[src/rtl/mpf_rd_stream_engine.sv]
// Read-streaming engine: fetches a run of cache lines on the MPF c0 channel in
// 1/2/4-line bursts, credit-limited by line-buffer occupancy, with optional throttle.
module mpf_rd_stream_engine #(
    parameter int unsigned BUF_DEPTH  = 64,
    parameter int unsigned MAX_CL_LEN = 4,
    parameter int unsigned LEN_W      = 32,
    parameter int unsigned CNT_W      = $clog2(BUF_DEPTH) + 1,
    parameter int unsigned CL_ADDR_W  = 42
) (
    input  logic                 clk,
    input  logic                 rst_n,
    input  logic                 start_i,
    input  logic                 abort_i,
    input  logic [CL_ADDR_W-1:0] base_cl_addr_i,
    input  logic [LEN_W-1:0]     num_lines_i,
    input  logic [7:0]           throttle_i,
    output logic                 c0_tx_valid_o,
    output logic [CL_ADDR_W-1:0] c0_tx_addr_o,
    output logic [1:0]           c0_tx_cl_len_o,
    output logic [3:0]           c0_tx_req_type_o,
    output logic [1:0]           c0_tx_vc_sel_o,
    output logic [15:0]          c0_tx_mdata_o,
    output logic                 c0_tx_addr_is_virtual_o,
    input  logic                 c0_tx_alm_full_i,
    input  logic                 c0_rx_rsp_valid_i,
    input  logic [3:0]           c0_rx_resp_type_i,
    input  logic [511:0]         c0_rx_data_i,
    output logic                 buf_wr_en_o,
    output logic [511:0]         buf_wr_data_o,
    input  logic                 buf_pop_i,
    output logic                 busy_o,
    output logic                 done_o,
    output logic                 aborted_o
);

    localparam logic [3:0] REQ_RDLINE_I = 4'h0;
    localparam logic [3:0] RSP_RDLINE   = 4'h0;
    localparam logic [1:0] VC_VA        = 2'b00;

    typedef enum logic [1:0] {
        ST_IDLE  = 2'd0,
        ST_RUN   = 2'd1,
        ST_DRAIN = 2'd2,
        ST_DONE  = 2'd3
    } state_e;

    state_e               state_q, state_d;
    logic [CL_ADDR_W-1:0] next_addr_q, next_addr_d;
    logic [LEN_W-1:0]     num_lines_q, num_lines_d;
    logic [LEN_W-1:0]     issued_q, issued_d;
    logic [LEN_W-1:0]     received_q, received_d;
    logic [7:0]           throttle_q, throttle_d;
    logic [7:0]           thr_cnt_q, thr_cnt_d;
    logic [CNT_W-1:0]     occ_q, occ_d;
    logic [CNT_W-1:0]     out_q, out_d;
    logic                 abort_seen_q, abort_seen_d;
    logic                 tx_valid_q, tx_valid_d;
    logic [CL_ADDR_W-1:0] tx_addr_q, tx_addr_d;
    logic [1:0]           tx_cl_len_q, tx_cl_len_d;
    logic                 wr_en_q, wr_en_d;
    logic [511:0]         wr_data_q, wr_data_d;
    logic                 busy_q, busy_d;
    logic                 done_q, done_d;
    logic                 aborted_q, aborted_d;

    logic [LEN_W-1:0] remaining;
    logic [2:0]       burst_lines;
    logic [CNT_W-1:0] credit_used;
    logic [CNT_W-1:0] credit_free;
    logic             rd_rsp;
    logic             count_rsp;
    logic             pop_ok;
    logic             issue;

    // Burst sizing, credit check and issue qualification
    always_comb begin
        remaining   = num_lines_q - issued_q;
        burst_lines = 3'd1;
        if (MAX_CL_LEN >= 4 && next_addr_q[1:0] == 2'b00 && remaining >= LEN_W'(4)) begin
            burst_lines = 3'd4;
        end else if (MAX_CL_LEN >= 2 && next_addr_q[0] == 1'b0 && remaining >= LEN_W'(2)) begin
            burst_lines = 3'd2;
        end
        credit_used = occ_q + out_q;
        credit_free = CNT_W'(BUF_DEPTH) - credit_used;
        rd_rsp      = c0_rx_rsp_valid_i && (c0_rx_resp_type_i == RSP_RDLINE);
        // Responses arriving outside a run (e.g. after a reset) are written but not counted
        count_rsp   = rd_rsp && (state_q == ST_RUN || state_q == ST_DRAIN);
        pop_ok      = buf_pop_i && (occ_q != '0);
        issue       = (state_q == ST_RUN) && !abort_i && !c0_tx_alm_full_i &&
                      (remaining != '0) && (credit_free >= CNT_W'(burst_lines)) &&
                      (thr_cnt_q == 8'd0);
    end

    // Next-state, counters and registered outputs
    always_comb begin
        state_d      = state_q;
        next_addr_d  = next_addr_q;
        num_lines_d  = num_lines_q;
        issued_d     = issued_q;
        received_d   = received_q;
        throttle_d   = throttle_q;
        thr_cnt_d    = thr_cnt_q;
        occ_d        = occ_q;
        out_d        = out_q;
        abort_seen_d = abort_seen_q;
        tx_valid_d   = 1'b0;
        tx_addr_d    = tx_addr_q;
        tx_cl_len_d  = tx_cl_len_q;
        wr_en_d      = rd_rsp;
        wr_data_d    = rd_rsp ? c0_rx_data_i : wr_data_q;

        if (issue) begin
            tx_valid_d  = 1'b1;
            tx_addr_d   = next_addr_q;
            tx_cl_len_d = 2'(burst_lines - 3'd1);
            next_addr_d = next_addr_q + CL_ADDR_W'(burst_lines);
            issued_d    = issued_q + LEN_W'(burst_lines);
            thr_cnt_d   = throttle_q;
        end else if (thr_cnt_q != 8'd0) begin
            thr_cnt_d = thr_cnt_q - 8'd1;
        end

        if (count_rsp) begin
            received_d = received_q + LEN_W'(1);
        end

        out_d = out_q + (issue ? CNT_W'(burst_lines) : '0) - (count_rsp ? CNT_W'(1) : '0);

        case ({count_rsp, pop_ok})
            2'b10:   occ_d = occ_q + CNT_W'(1);
            2'b01:   occ_d = occ_q - CNT_W'(1);
            default: occ_d = occ_q;
        endcase

        case (state_q)
            ST_IDLE, ST_DONE: begin
                if (start_i) begin
                    state_d      = ST_RUN;
                    next_addr_d  = base_cl_addr_i;
                    num_lines_d  = num_lines_i;
                    throttle_d   = throttle_i;
                    issued_d     = '0;
                    received_d   = '0;
                    thr_cnt_d    = 8'd0;
                    abort_seen_d = 1'b0;
                end
            end
            ST_RUN: begin
                if (num_lines_q == '0) begin
                    state_d = ST_DONE;
                end else if (abort_i) begin
                    state_d      = ST_DRAIN;
                    abort_seen_d = 1'b1;
                end else if (issued_q == num_lines_q) begin
                    state_d = ST_DRAIN;
                end
            end
            ST_DRAIN: begin
                if (received_q == issued_q) begin
                    state_d = ST_DONE;
                end
            end
            default: state_d = ST_IDLE;
        endcase

        busy_d    = (state_d == ST_RUN) || (state_d == ST_DRAIN);
        done_d    = (state_d == ST_DONE);
        aborted_d = (state_d == ST_DONE) && abort_seen_d;
    end

    // State and datapath registers
    always_ff @(posedge clk or negedge rst_n) begin
        if (!rst_n) begin
            state_q      <= ST_IDLE;
            next_addr_q  <= '0;
            num_lines_q  <= '0;
            issued_q     <= '0;
            received_q   <= '0;
            throttle_q   <= 8'd0;
            thr_cnt_q    <= 8'd0;
            occ_q        <= '0;
            out_q        <= '0;
            abort_seen_q <= 1'b0;
            tx_valid_q   <= 1'b0;
            tx_addr_q    <= '0;
            tx_cl_len_q  <= 2'b00;
            wr_en_q      <= 1'b0;
            wr_data_q    <= '0;
            busy_q       <= 1'b0;
            done_q       <= 1'b0;
            aborted_q    <= 1'b0;
        end else begin
            state_q      <= state_d;
            next_addr_q  <= next_addr_d;
            num_lines_q  <= num_lines_d;
            issued_q     <= issued_d;
            received_q   <= received_d;
            throttle_q   <= throttle_d;
            thr_cnt_q    <= thr_cnt_d;
            occ_q        <= occ_d;
            out_q        <= out_d;
            abort_seen_q <= abort_seen_d;
            tx_valid_q   <= tx_valid_d;
            tx_addr_q    <= tx_addr_d;
            tx_cl_len_q  <= tx_cl_len_d;
            wr_en_q      <= wr_en_d;
            wr_data_q    <= wr_data_d;
            busy_q       <= busy_d;
            done_q       <= done_d;
            aborted_q    <= aborted_d;
        end
    end

    assign c0_tx_valid_o           = tx_valid_q;
    assign c0_tx_addr_o            = tx_addr_q;
    assign c0_tx_cl_len_o          = tx_cl_len_q;
    assign c0_tx_req_type_o        = REQ_RDLINE_I;
    assign c0_tx_vc_sel_o          = VC_VA;
    assign c0_tx_mdata_o           = 16'h0000;
    assign c0_tx_addr_is_virtual_o = 1'b1;
    assign buf_wr_en_o             = wr_en_q;
    assign buf_wr_data_o           = wr_data_q;
    assign busy_o                  = busy_q;
    assign done_o                  = done_q;
    assign aborted_o               = aborted_q;

endmodule

[config.mk]
export PLATFORM = sky130hd
export DESIGN_NAME = mpf_rd_stream_engine
export DESIGN_NICKNAME = d
export VERILOG_FILES = /design/src/rtl/mpf_rd_stream_engine.sv
export SDC_FILE = /design/constraint.sdc
export NUM_CORES = 2
export LEC_CHECK = 0
export CAP_MARGIN = 15
export CORE_AREA = 2 2 470 472
export CTS_BUF_LIST = sky130_fd_sc_hd__clkbuf_4
export DETAILED_ROUTE_END_ITERATION = 7
export DIE_AREA = 0 0 472 474
export MAX_ROUTING_LAYER = met4
export PLACE_DENSITY = 0.47
export SLEW_MARGIN = 15
export SYNTH_ARGS = -nofsm -noshare
export SYNTH_HDL_FRONTEND = slang
export SYNTH_SLANG_ARGS = --single-unit
export TNS_END_PERCENT = 30
[constraint.sdc]
create_clock -name clk -period 6.7 [get_ports clk]
set_input_delay 1.005 -clock clk [delete_from_list [all_inputs] [get_ports clk]]
set_output_delay 1.005 -clock clk [all_outputs]
set_load 0.005 [all_outputs]
==> impl_metrics.py <==
metrics = {
    "detailed_routing": {
        "route.top_layer_used": "met4",
        "viasPerCell": 4.003,
        "postRouteAntennaNets": 0,
        "wl_um": 212100,
        "dr.pass1.iters": 5,
        "met2_length_um": 105800,
        "vias": 29520,
        "wire_per_inst_um": 28.76,
        "wl_met1_um": 79570,
        "dr_wl_met3_um": 17740,
        "drc": 0,
        "drt_iter0_drc": 1664,
    },
    "timing": {
        "tightest_slew_ns": 1.013,
        "setup_viol": 0,
        "period_minus_slack_ns": 6.328,
        "hold_slack_ns": 0.2498,
        "slew_violations": 0,
        "setup_slack_ns": 0.3721,
        "hold_viol_final": 0,
        "fin_skew_ns": 0.08013,
        "period_share_pct": 94.45,
        "timing.fmax_mhz": 158.0,
        "slew_headroom_pct": 32.44,
    },
    "placement": {
        "pre_cts_ws_ns": 0.02802,
        "gp_congestion": 0.8910,
        "placed_cell_area_um2": 49280,
        "dp_hpwl_um": 174900,
        "placedCellCount": 6917,
        "port_buffers": 1165,
    },
    "cts": {
        "cts_sinks": 732,
        "ctsHtreeMaxLevel": 4,
        "cts_tree": "built",
        "clk_pin_slew_worst_paths_ns": 0.07,
        "clockBufferDepth": 3,
        "cts_buffers": 232,
        "clk_root_buffer_cell": "clkbuf_4",
        "insertion_delay_ns": 1.28,
    },
    "pwr": {
        "p_clk_share_pct": 32.4,
        "power.density_nw_per_um2": 276.3,
        "pwr-share-comb_pct": 28.4,
        "switching_share_pct": 32.02,
        "p_seq_share_pct": 39.2,
        "total_leakage_power_uw": 0.02221,
        "p_sw_uw": 4640,
        "internal_power_uw": 9852,
        "peakVddDrop_mv": 0.1552,
    },
    "layout": {
        "final_area_um2": 52460,
        "final_core_util_pct": 23.99,
        "final_nets": 4964,
        "multi_input_area_um2": 14290,
        "stdcell_count": 7375,
        "register_area_um2": 18320,
        "area_growth_syn_to_layout_pct": 57.00,
        "drive_gt1_share_pct": 24.17,
        "nFillCells": 23420,
    },
    "setup_path": {
        "crit_top_cell": "ha_1",
        "slowest_stage": "or3b_2",
        "startpoint_type": "register",
        "required_ns": 7.84,
        "critical_path_class": "reg2reg",
        "critPathArrivalTime_ns": 7.47,
        "crit_path_max_fanout": 11,
        "max_stage_delay_ns": 0.47,
        "worstRegToRegCells": 31,
        "end_kind": "register",
    },
    "grt": {
        "track_usage_pct": 18.96,
        "grt_pass1_wl_um": 278600,
        "grt_antenna_before_repair": 144,
        "grt-ovfl-total": 0,
        "grt_max_degree": 149,
        "grt_pass1_vias": 30630,
    },
    "logic_synthesis": {
        "synth.distinct_cells": 77,
        "synthFlopType": "dfrtp_1",
        "synth_largest_area_cell": "dfrtp_1",
        "synth_top_cells_by_area": "dfrtp_1 55%, mux2_2 17%, nand2_1 4.2%, ha_1 2.7%, a21oi_1 1.6%",
        "yosysSeqAreaShare_pct": 54.82,
        "synth_area_um2": 33410,
        "synth_commonest_cells": "732 x dfrtp_1, 516 x mux2_2, 377 x nand2_1",
        "yosysMostFrequentCell": "dfrtp_1",
        "synth_seq_cells": 732,
        "synthCells": 2872,
        "synthArstFlopShare_pct": 100.0,
        "synth-edff-count": 0,
        "synth.top_cell.area_share_pct": 54.82,
        "avgSynthCellArea_um2": 11.63,
        "yosysWarningCount": 0,
    },
    "min_path": {
        "hold_depth": 3,
        "hold_class": "in2reg",
    },
    "floorplan": {
        "initial_core_util_pct": 15.28,
        "die_area_um2": 223700,
        "fp-row-count": 172,
        "die_w_um": 472,
        "core-area_um2": 218700,
        "die-height_um": 474,
        "io_pins": 1189,
    },
    "job": {
        "drv_cap": 0,
    },
    "outcome": {
        "status": "complete, no violations",
    },
}
-- metrics by stage --
step	power, uW	TNS (ns)
after global routing	15360	-0.06165
after CTS	14820	0
after floorplan	6903	0
final	14490	0
after global placement	9915	0
after detailed placement	9903	0
-- cells by family (layout without fill, tap and decap cells) --
group	Yosys count	count (layout)	share of synthesized area, %
other	2	76	0.02248
AOI/OAI and AO/OA	371	371	7.104
and+or+nand+nor	819	819	11.52
adders and majority gates	77	77	2.996
xor gates and xnor gates	93	93	2.438
buffers and inverters	243	1801	3.138
muxes	535	535	17.96
DFF	732	732	54.82
-- sequential cells by signal, indices dropped and copies added (netlist names), 2 cells and up --
register / flops
received_q: 32
num_lines_q: 32
state_q: 2
buf_wr_data_o: 512
out_q: 7
occ_q: 7
c0_tx_cl_len_o: 2
thr_cnt_q: 8
next_addr_q: 42
throttle_q: 8
issued_q: 32
c0_tx_addr_o: 42
-- cell type report --
type                       instances  area share [%]
sequential                       732           34.92
multi-input combinational       1918           27.23
timing repair buffer            1315           24.63
tap                             2871           6.848
clock buffer                     327           4.680
clock inverter                    76          0.8420
inverter                          83          0.5939
antenna                           53          0.2528
-- final timing paths --
path,to,startpoint,slack [ns]
max,out_q[6],issued_q[23],0.37
min,throttle_q[1],throttle_i[1],0.25
max reg2reg,out_q[6],issued_q[23],0.37
min reg2reg,c0_tx_addr_o[5],c0_tx_addr_o[5],0.46
max in group asynchronous,buf_wr_data_o[278],rst_n,4.85
min in group asynchronous,buf_wr_data_o[399],rst_n,0.34
-- power groups by stage --
stage | Sequential (uW) | Combinational (uW) | Clock (uW)
final | 5690 | 4110 | 4690
after floorplan | 5710 | 1190 | 0
after CTS | 5690 | 4190 | 4940
after detailed placement | 5740 | 4160 | 0
after global routing | 5790 | 4420 | 5160
after global placement | 5720 | 4190 | 0
-- per-layer routing --
metal | global-route usage [%] | up-vias
met5 | - | -
met2 | 32.23 | 1321
met3 | 7.875 | 453
met1 | 19.31 | 14580
li1 | - | 13170
met4 | 7.573 | 0
-- repair_timing --
item                                    CTS  global route
resized for setup                         1            42
buffers inserted                          0             1
endpoints found under the hold margin    64             0
endpoints found under the setup margin    2             9
gates cloned                              0             0
pin swaps                                 0             2
hold buffers                              1             0
-- critical path: cells and delay by family (launching register included) --
family | cells | cell delay (ns)
AO/OA/AOI/OAI | 15 | 2.28
XOR/XNOR | 1 | 0.14
adder cells (fa/ha/maj) | 5 | 1.41
buffers and inverters | 5 | 0.54
flip-flops | 1 | 0.41
multiplexers | 1 | 0.26
AND/OR/NAND/NOR | 4 | 1.15
-- cells in the final DEF (no fill, tap or decap), types with 7 or more instances in the layout --
cell type | Yosys | layout
a211oi_1 | 10 | 8
inv_1 | 82 | 78
nor3_1 | 40 | 40
ha_1 | 72 | 64
nand3_1 | 69 | 69
nand4_1 | 55 | 55
and2_1 | 20 | 18
o2111ai_1 | 7 | 7
mux2_2 | 516 | 516
or3_1 | 36 | 36
o21a_1 | 12 | 12
clkbuf_4 | 0 | 327
a21oi_2 | 5 | 8
buf_12 | 0 | 10
clkdlybuf4s50_1 | 0 | 1164
mux2i_1 | 19 | 19
xor2_1 | 60 | 60
o211ai_1 | 11 | 11
clkinv_1 | 0 | 51
or4_1 | 12 | 12
o21ai_1 | 8 | 11
a31oi_1 | 24 | 22
buf_4 | 25 | 139
diode_2 | 0 | 53
nor4_1 | 32 | 32
and3_1 | 14 | 13
a21o_1 | 27 | 27
o21bai_1 | 9 | 9
a22oi_1 | 12 | 12
o31ai_1 | 12 | 12
nor2_1 | 123 | 121
dfrtp_1 | 732 | 732
clkinv_2 | 0 | 10
a21oi_1 | 105 | 99
xnor2_1 | 33 | 33
and4_1 | 11 | 11
o21ai_0 | 82 | 76
conb_1 | 2 | 23
nand2_1 | 377 | 376
Power figures use the tool's default switching activity.
